`config.mk`:
```
export PLATFORM = sky130hd
export DESIGN_NAME = deser_rr_sched_flat
export DESIGN_NICKNAME = d
export VERILOG_FILES = /design/src/rtl/deser_rr_sched_if.sv /design/src/rtl/deser_rr_sched.sv /design/src/flat_wrapper.sv
export SDC_FILE = /design/constraint.sdc
export NUM_CORES = 1
export LEC_CHECK = 0
export BUFFER_PORTS_ARGS = -buffer_cell sky130_fd_sc_hd__buf_2
export CORE_UTILIZATION = 53
export CTS_CLUSTER_SIZE = 10
export DETAILED_ROUTE_END_ITERATION = 6
export GPL_TIMING_DRIVEN = 0
export PLACE_DENSITY_LB_ADDON = 0.08
export REMOVE_ABC_BUFFERS = 1
export SYNTH_ARGS = -nofsm -noshare
export SYNTH_HDL_FRONTEND = slang
export SYNTH_SLANG_ARGS = --single-unit
```
`constraint.sdc`:
```
create_clock -name clk_100khz -period 4.4 [get_ports clk_100khz]
set_input_delay 0.88 -clock clk_100khz [delete_from_list [all_inputs] [get_ports clk_100khz]]
set_output_delay 0.88 -clock clk_100khz [all_outputs]
set_load 0.03 [all_outputs]
```
`src/rtl/deser_rr_sched_if.sv`:
```
// rtl/deser_rr_sched_if.sv - requester, deserializer and consumer signals of the shared deserializer scheduler
interface deser_rr_sched_if #(
  parameter int N_REQ = 4,
  parameter int ID_W  = 2
);
  logic [N_REQ-1:0] req_valid;
  logic [N_REQ-1:0] req_data;
  logic [N_REQ-1:0] req_ready;
  logic             des_data_in;
  logic             des_write_in;
  logic             des_ack_in;
  logic [7:0]       des_data_out;
  logic             des_data_ready;
  logic             des_status_out;
  logic [7:0]       byte_out;
  logic [ID_W-1:0]  byte_src;
  logic             byte_valid;
  logic             byte_ready;
  logic             busy;
  logic [ID_W-1:0]  grant_id;

  modport master (
    input  req_valid, req_data, des_data_out, des_data_ready, des_status_out, byte_ready,
    output req_ready, des_data_in, des_write_in, des_ack_in,
           byte_out, byte_src, byte_valid, busy, grant_id
  );

  modport slave (
    output req_valid, req_data, des_data_out, des_data_ready, des_status_out, byte_ready,
    input  req_ready, des_data_in, des_write_in, des_ack_in,
           byte_out, byte_src, byte_valid, busy, grant_id
  );
endinterface

```
`src/rtl/deser_rr_sched.sv`:
```
// rtl/deser_rr_sched.sv - round-robin grant of one 8-bit deserializer to N_REQ serial requesters
module deser_rr_sched #(
  parameter int N_REQ = 4,
  parameter int ID_W  = 2
) (
  input logic              clk_100khz,
  input logic              reset_n,
  deser_rr_sched_if.master bus
);
  typedef enum logic [1:0] {IDLE, SHIFT, WAIT_RDY, RELEASE} state_t;

  localparam logic [ID_W:0] N_REQ_W = (ID_W+1)'(N_REQ);
  localparam logic [ID_W:0] ONE_W   = (ID_W+1)'(1);

  state_t            state, state_nxt;
  logic [2:0]        bit_cnt, bit_cnt_nxt;
  logic [ID_W-1:0]   rr_ptr, rr_ptr_nxt;
  logic [ID_W-1:0]   grant_q, grant_nxt;
  logic [2*N_REQ-1:0] req_dbl;
  logic [N_REQ-1:0]  req_rot, rot_scan;
  logic [ID_W-1:0]   offset, winner, winner_inc;
  logic [ID_W:0]     win_sum, inc_sum;
  logic              found;
  logic              accept, load, ack, des_bit;
  logic [N_REQ-1:0]  req_ready_c;
  logic [7:0]        byte_q;
  logic [ID_W-1:0]   src_q;
  logic              valid_q;

  // Rotate so bit 0 is the requester at rr_ptr, then take the first set bit.
  assign req_dbl = {bus.req_valid, bus.req_valid} >> rr_ptr;
  assign req_rot = req_dbl[N_REQ-1:0];

  always_comb begin
    found    = 1'b0;
    offset   = '0;
    rot_scan = req_rot;
    for (int k = 0; k < N_REQ; k++) begin
      if (!found && rot_scan[0]) begin
        found  = 1'b1;
        offset = ID_W'(k);
      end
      rot_scan = rot_scan >> 1;
    end
  end

  assign win_sum    = {1'b0, rr_ptr} + {1'b0, offset};
  assign winner     = (win_sum >= N_REQ_W) ? ID_W'(win_sum - N_REQ_W) : win_sum[ID_W-1:0];
  assign inc_sum    = {1'b0, winner} + ONE_W;
  assign winner_inc = (inc_sum == N_REQ_W) ? '0 : inc_sum[ID_W-1:0];

  always_comb begin
    state_nxt   = state;
    bit_cnt_nxt = bit_cnt;
    rr_ptr_nxt  = rr_ptr;
    grant_nxt   = grant_q;
    accept      = 1'b0;
    load        = 1'b0;
    ack         = 1'b0;
    des_bit     = 1'b0;
    unique case (state)
      IDLE: begin
        if (found) begin
          grant_nxt   = winner;
          rr_ptr_nxt  = winner_inc;
          bit_cnt_nxt = 3'd0;
          state_nxt   = SHIFT;
        end
      end
      SHIFT: begin
        // A dropped req_valid simply stalls here; the grant is held for the whole byte.
        des_bit = bus.req_data[grant_q];
        accept  = bus.req_valid[grant_q] & bus.des_status_out & ~bus.des_data_ready;
        if (accept) begin
          bit_cnt_nxt = bit_cnt + 3'd1;
          if (bit_cnt == 3'd7) state_nxt = WAIT_RDY;
        end
      end
      WAIT_RDY: begin
        if (bus.des_data_ready && (!valid_q || bus.byte_ready)) begin
          load      = 1'b1;
          state_nxt = RELEASE;
        end
      end
      RELEASE: begin
        ack       = 1'b1;
        state_nxt = IDLE;
      end
      default: state_nxt = IDLE;
    endcase
  end

  always_comb begin
    req_ready_c          = '0;
    req_ready_c[grant_q] = accept;
  end

  always_ff @(posedge clk_100khz or negedge reset_n) begin
    if (!reset_n) begin
      state   <= IDLE;
      bit_cnt <= 3'd0;
      rr_ptr  <= '0;
      grant_q <= '0;
    end else begin
      state   <= state_nxt;
      bit_cnt <= bit_cnt_nxt;
      rr_ptr  <= rr_ptr_nxt;
      grant_q <= grant_nxt;
    end
  end

  // Output slot: a reload in the same cycle as a consume keeps byte_valid high.
  always_ff @(posedge clk_100khz or negedge reset_n) begin
    if (!reset_n) begin
      byte_q  <= 8'h00;
      src_q   <= '0;
      valid_q <= 1'b0;
    end else if (load) begin
      byte_q  <= bus.des_data_out;
      src_q   <= grant_q;
      valid_q <= 1'b1;
    end else if (bus.byte_ready) begin
      valid_q <= 1'b0;
    end
  end

  assign bus.req_ready    = req_ready_c;
  assign bus.des_data_in  = des_bit;
  assign bus.des_write_in = accept;
  assign bus.des_ack_in   = ack;
  assign bus.byte_out     = byte_q;
  assign bus.byte_src     = src_q;
  assign bus.byte_valid   = valid_q;
  assign bus.busy         = (state != IDLE);
  assign bus.grant_id     = grant_q;
endmodule

```
`src/flat_wrapper.sv`:
```
// flat-port wrapper written by rule: the top's interface ports become plain ports
module deser_rr_sched_flat 
#(
  parameter int N_REQ = 4,
  parameter int ID_W  = 2
)
  (clk_100khz, reset_n, bus_req_valid, bus_req_data, bus_des_data_out, bus_des_data_ready, bus_des_status_out, bus_byte_ready, bus_req_ready, bus_des_data_in, bus_des_write_in, bus_des_ack_in, bus_byte_out, bus_byte_src, bus_byte_valid, bus_busy, bus_grant_id);
  deser_rr_sched_if #(.N_REQ(N_REQ), .ID_W(ID_W)) bus_i ();
  input logic clk_100khz;
  input logic reset_n;
  input wire logic [$bits(bus_i.req_valid)-1:0] bus_req_valid;
  input wire logic [$bits(bus_i.req_data)-1:0] bus_req_data;
  input wire logic [$bits(bus_i.des_data_out)-1:0] bus_des_data_out;
  input wire logic [$bits(bus_i.des_data_ready)-1:0] bus_des_data_ready;
  input wire logic [$bits(bus_i.des_status_out)-1:0] bus_des_status_out;
  input wire logic [$bits(bus_i.byte_ready)-1:0] bus_byte_ready;
  output wire logic [$bits(bus_i.req_ready)-1:0] bus_req_ready;
  output wire logic [$bits(bus_i.des_data_in)-1:0] bus_des_data_in;
  output wire logic [$bits(bus_i.des_write_in)-1:0] bus_des_write_in;
  output wire logic [$bits(bus_i.des_ack_in)-1:0] bus_des_ack_in;
  output wire logic [$bits(bus_i.byte_out)-1:0] bus_byte_out;
  output wire logic [$bits(bus_i.byte_src)-1:0] bus_byte_src;
  output wire logic [$bits(bus_i.byte_valid)-1:0] bus_byte_valid;
  output wire logic [$bits(bus_i.busy)-1:0] bus_busy;
  output wire logic [$bits(bus_i.grant_id)-1:0] bus_grant_id;
  assign bus_i.req_valid = bus_req_valid;
  assign bus_i.req_data = bus_req_data;
  assign bus_i.des_data_out = bus_des_data_out;
  assign bus_i.des_data_ready = bus_des_data_ready;
  assign bus_i.des_status_out = bus_des_status_out;
  assign bus_i.byte_ready = bus_byte_ready;
  assign bus_req_ready = bus_i.req_ready;
  assign bus_des_data_in = bus_i.des_data_in;
  assign bus_des_write_in = bus_i.des_write_in;
  assign bus_des_ack_in = bus_i.des_ack_in;
  assign bus_byte_out = bus_i.byte_out;
  assign bus_byte_src = bus_i.byte_src;
  assign bus_byte_valid = bus_i.byte_valid;
  assign bus_busy = bus_i.busy;
  assign bus_grant_id = bus_i.grant_id;
  deser_rr_sched #(.N_REQ(N_REQ), .ID_W(ID_W)) u_core (.clk_100khz(clk_100khz), .reset_n(reset_n), .bus(bus_i));
endmodule
```
-- Word-level counts from Yosys, hierarchy flattened
Cells that the tools add are included.
Widths: inputs -> output; s select.
- register bits after elaboration: 20
- input port bits: 21
- output and inout port bits: 21
- logic and storage cells: 75
- $add $sub $neg: 4
- magnitude comparators: 3
- equal/unequal tests: 9
- shift operators: 1
- multiplexer cells: 30
- bitwise operators: 4
- reductions and logical operators: 17
- operator list (cell ; count):
    $mux 2 ; 8
    $mux 1 ; 15
    $ne 2x1->1 const B ; 4
    $pmux 2 s4 ; 1
    $shr 8x2->4 ; 1
    $eq 3x3->1 const B ; 2
    $mux 3 ; 2
    $pmux 3 s2 ; 1
    $reduce_bool 2->1 ; 3
    $logic_and 1x1->1 ; 5
    $and 4x4->4 ; 1
    $bmux 1 s2 ; 2
    $eq 2x2->1 const B ; 2
    $logic_not 1->1 ; 4
    $reduce_and 4->1 ; 1
    $add 2x1->3 const B ; 1
    $add 2x2->3 ; 1
    $add 3x1->3 const B ; 1
    $ge 3x3->1 const B ; 1
    $lt 2x3->1 const B ; 1
    $reduce_and 3->1 ; 1
    $and 1x1->1 ; 2
    $demux 1 s2 ; 1
    $eq 2x1->1 const B ; 1
    6 further kinds ; 6

-- Logic depth before layout (Yosys ltp)
- depth after elaboration: 17
- gate-level depth with buffers: 10
- depth with buffers taken out: 9

-- Worst setup path before layout
Ideal clock, no wire load.
- path kind: input -> output
- start point: input bus_des_data_ready
- end point: output bus_req_ready[1]
- data arrival time: 1.932 ns
- required time: 3.520 ns
- setup slack: 1.588 ns
- stages: 3
- buffers on the path: 0
- cells stage by stage: and3b_1 nand2_1 nor3b_1
- longest elaborated chain between the ends: 4
- RTL lines (item ; line ; text):
    from (decl) ; flat_wrapper.sv:14 ; input wire logic [$bits(bus_i.des_data_ready)-1:0] bus_des_data_ready;
    $not 1->1 ; deser_rr_sched.sv:73 ; accept = bus.req_valid[grant_q] & bus.des_status_out & ~bus.des_data_ready;
    $and 1x1->1 ; deser_rr_sched.sv:73 ;
    $mux 1 ; deser_rr_sched.sv:61 ; unique case (state)
    $and 4x4->4 (no line) ; n/a ;
    to (decl) ; flat_wrapper.sv:17 ; output wire logic [$bits(bus_i.req_ready)-1:0] bus_req_ready;
No other way between the ends.

-- Worst setup path in the final report
- start point: input bus_req_valid[3]
- end point: output bus_des_write_in
- longest elaborated chain between the ends: 5
- RTL lines (item ; line ; text):
    from (decl) ; flat_wrapper.sv:11 ; input wire logic [$bits(bus_i.req_valid)-1:0] bus_req_valid;
    $bmux 1 s2 ; deser_rr_sched.sv:73 ;
    $mux 1 (implied by the code) ; deser_rr_sched.sv:73 ;
    $and 1x1->1 (2 in a row) ; deser_rr_sched.sv:73 ;
    $mux 1 ; deser_rr_sched.sv:61 ;
    to (decl) ; flat_wrapper.sv:19 ; output wire logic [$bits(bus_i.des_write_in)-1:0] bus_des_write_in;
No other way between the ends. The select of a mux whose other input is x is not followed.

==> metrics <==
area of combinational cells with multiple inputs=685.7 sq um; sum of met2 wire segment lengths after detailed routing=1250 um; register bit total from synthesis=20; register area share after synthesis=40.82%; via total after detailed routing=1007; drt total wl=2547 um; clock transition time at the flip-flop clock pins of the worst setup and hold paths=around 120 ps; number of diodes added for antenna fixing=0; Slew Limit Headroom=65.56%; path type of the worst setup path=in2out; cells resized by post-CTS repair=0; arrival time at the worst endpoint=1930 ps; most frequent CP cell=buf_2; residual DRC count=0; final cycle utilization of the critical path=63.80%; power consumption=1.155 mW; depth of the most critical reg-to-reg path=9; Hold Crit Class=in2async; critical path endpoint category=output port; biggest cell delay along the critical path=around 490 ps; accumulated negative setup slack=0 ps; post-place instance area=1449 sq um; Netlist cell types=39; die boundary height=50.10 um; number of buffers inserted during clock tree synthesis=3; Global Route Usage Sum=22.50%; worst reg-to-reg setup slack=2070 ps; number of cells in the design after placement=178; drt wl/cell=13.99 um; metal1 wirelength=1145 um; Mapped Area=1226 sq um; Worst Max-Slew Pin Slew=515.2 ps; minimum clock period=2807 ps; root buffer cell=clkbuf_4; clock insertion delay at the later pin of the skew report=310 ps; worst-case clock skew=8.322 ps; area of the core=2191 sq um; Die Wd=50.10 um; htree depth=1; power per standard cell area=769.1 nW/um^2; Leakage=0.7639 nW; initial DRC count=13; post-detailed-route count of antenna-violating nets=0; FILL cells=179; maximum root-to-sink buffer count=2; largest fanout of any net on the critical path=8; Port Buffer Count=between 40 and 50; number of global-route vias before repair=953; Synth-to-Final Area Change=22.45%; R2R Path Start=u_core.rr_ptr[0]$_DFFE_PN0P_; num ports=42; Slowest-stage cell, CP=mux4_2; result of the run=complete, no violations; area of all sequential standard cells=500.5 sq um; max-capacitance violation count=0; number of hold violations in the final report=0; FMAX=0.3562 GHz; Final Slew Violations=0; pin count of the biggest net entering global routing=21; Post-CTS Setup Repair Bufs=0; clock tree from TritonCTS=done; per-instance average area after synthesis=10.85 sq um; routability congestion estimate=about 0.81; hpwl dp=1940 um; wire length on met3=139 um; category of the worst setup path launch point=input port; filler-free cell count of the finished design=182; most frequent standard cell in the layout excluding fill and tap cells=buf_2; first-pass GRT wire length=4236 um; cell area after layout=1501 sq um; share of final-layout standard cells stronger than drive strength 1=around two fifths; grt ovf=0; Die ar.=2510 sq um; layout net count=between 150 and 200; number of iterations in the first detailed-routing pass=4; count of hold-fix buffers inserted at cts=0; unrepaired setup endpoints after global routing=false; count of mapped cells out of synthesis=between 100 and 150; CP Data Required Time=around 3500 ps; Finish-stage setup viols=0; critical path, cell by cell=buf_2, mux4_2, and2_1, buf_2; routed via count divided by cell count=5.533; Peak VDD IR=0.4969 mV; initial antenna violation count=0; commonest cells after routing, fill and taps aside=buf_2 (41), dfrtp_1 (20), mux2_2 (12); r2r endpoint=u_core.rr_ptr[1]$_DFFE_PN0P_; initial core utilization=55.97%; count of warnings emitted by yosys=0; Top Layer Used=met4; Site Rows=17; clock sink count=20
[report_power, final]
part | total, mW | internal (mW) | switching [mW]
clock network | 0.152 | 0.0921 | 0.0600
logic | 0.655 | 0.279 | 0.376
registers | 0.348 | 0.268 | 0.0794
total | 1.15 | 0.639 | 0.515
[per-layer routing]
metal / up-vias / global-route usage, %
li1: 494 / -
met1: 477 / 29.42
met2: 34 / 38.22
met3: 2 / 2.778
met4: 0 / 7.143
met5: - / 0
[registers in the layout, summed over array words and instances (netlist names)]
name / cells
u_core.bit_cnt: 3
u_core.bus.byte_out: 8
u_core.bus.byte_src: 2
u_core.bus.byte_valid: 1
u_core.bus.grant_id: 2
u_core.rr_ptr: 2
u_core.state: 2
[worst max-delay path: cells and delay by family]
kind,cells,cell delay (ps)
mux,1,490
simple gates,1,220
buf+inv,2,350
[through the flow]
stage	hold WS [ps]	util (%)	worst slack, ps
2_1_floorplan	470.1	-	1588
3_3_place_gp	464.7	66.13	1603
3_5_place_dp	472.6	66.13	1595
4_1_cts	509.8	68.53	1593
5_1_grt	529.3	68.53	1552
6_report	506.5	68.53	1593
[kinds of logic after synthesis]
group,count (synthesis),share of synthesized area [%]
simple gates,35,15.92
compound gates,21,12.86
flops,20,40.82
mux,17,17.86
buf+inv,10,3.265
fa+ha+maj,7,7.143
xor+xnor,3,2.143
[cell usage after synthesis]
master / count / share of area (%)
dfrtp_1: 20 / 41
mux2_2: 12 / 11
nand2_1: 10 / 3.1
ha_1: 7 / 7.1
inv_1: 6 / 1.8
nor2_1: 6 / 1.8
o21ai_0: 6 / 2.4
nand2b_1: 5 / 2.6
a22o_1: 3 / 2.1
and2_1: 3 / 1.5
and4b_2: 2 / 1.8
buf_2: 2 / 0.82
mux2i_1: 2 / 1.6
nand3_1: 2 / 0.82
o221ai_1: 2 / 1.4
xor2_1: 2 / 1.4
a2111oi_0: 1 / 0.71
a211oi_1: 1 / 0.61
a21oi_1: 1 / 0.41
a221o_1: 1 / 0.82
a221oi_1: 1 / 0.71
a22oi_1: 1 / 0.61
a2bb2oi_1: 1 / 0.71
and3_2: 1 / 0.61
and3b_1: 1 / 0.71
buf_1: 1 / 0.31
clkbuf_1: 1 / 0.31
mux2_4: 1 / 1.2
mux4_1: 1 / 2.1
mux4_2: 1 / 1.8
nand4b_1: 1 / 0.71
nor2b_1: 1 / 0.51
nor3b_1: 1 / 0.61
o22ai_1: 1 / 0.51
o22ai_2: 1 / 1.0
o2bb2ai_1: 1 / 0.71
or2_2: 1 / 0.51
or4_1: 1 / 0.61
xnor2_1: 1 / 0.71
[area by class of cell]
cell class	count	share of cell area, %
tap	28	2.333
timing repair buffer	41	13.67
sequential	20	33.33
clock buffer	3	1.500
inverter	6	1.500
clock inverter	1	2.000
multi-input combinational	83	45.67
[worst max-delay path by stage]
stage,startpoint,endpoint,cells after the start
floorplan,bus_des_data_ready,bus_req_ready[1],3
global placement,bus_req_valid[3],bus_des_write_in,4
detailed placement,bus_req_valid[3],bus_des_write_in,4
CTS,bus_req_valid[3],bus_des_write_in,4
global route,bus_req_valid[3],bus_des_write_in,4
finish,bus_req_valid[3],bus_des_write_in,4
Note: power is estimated with default switching activity, not from simulation.
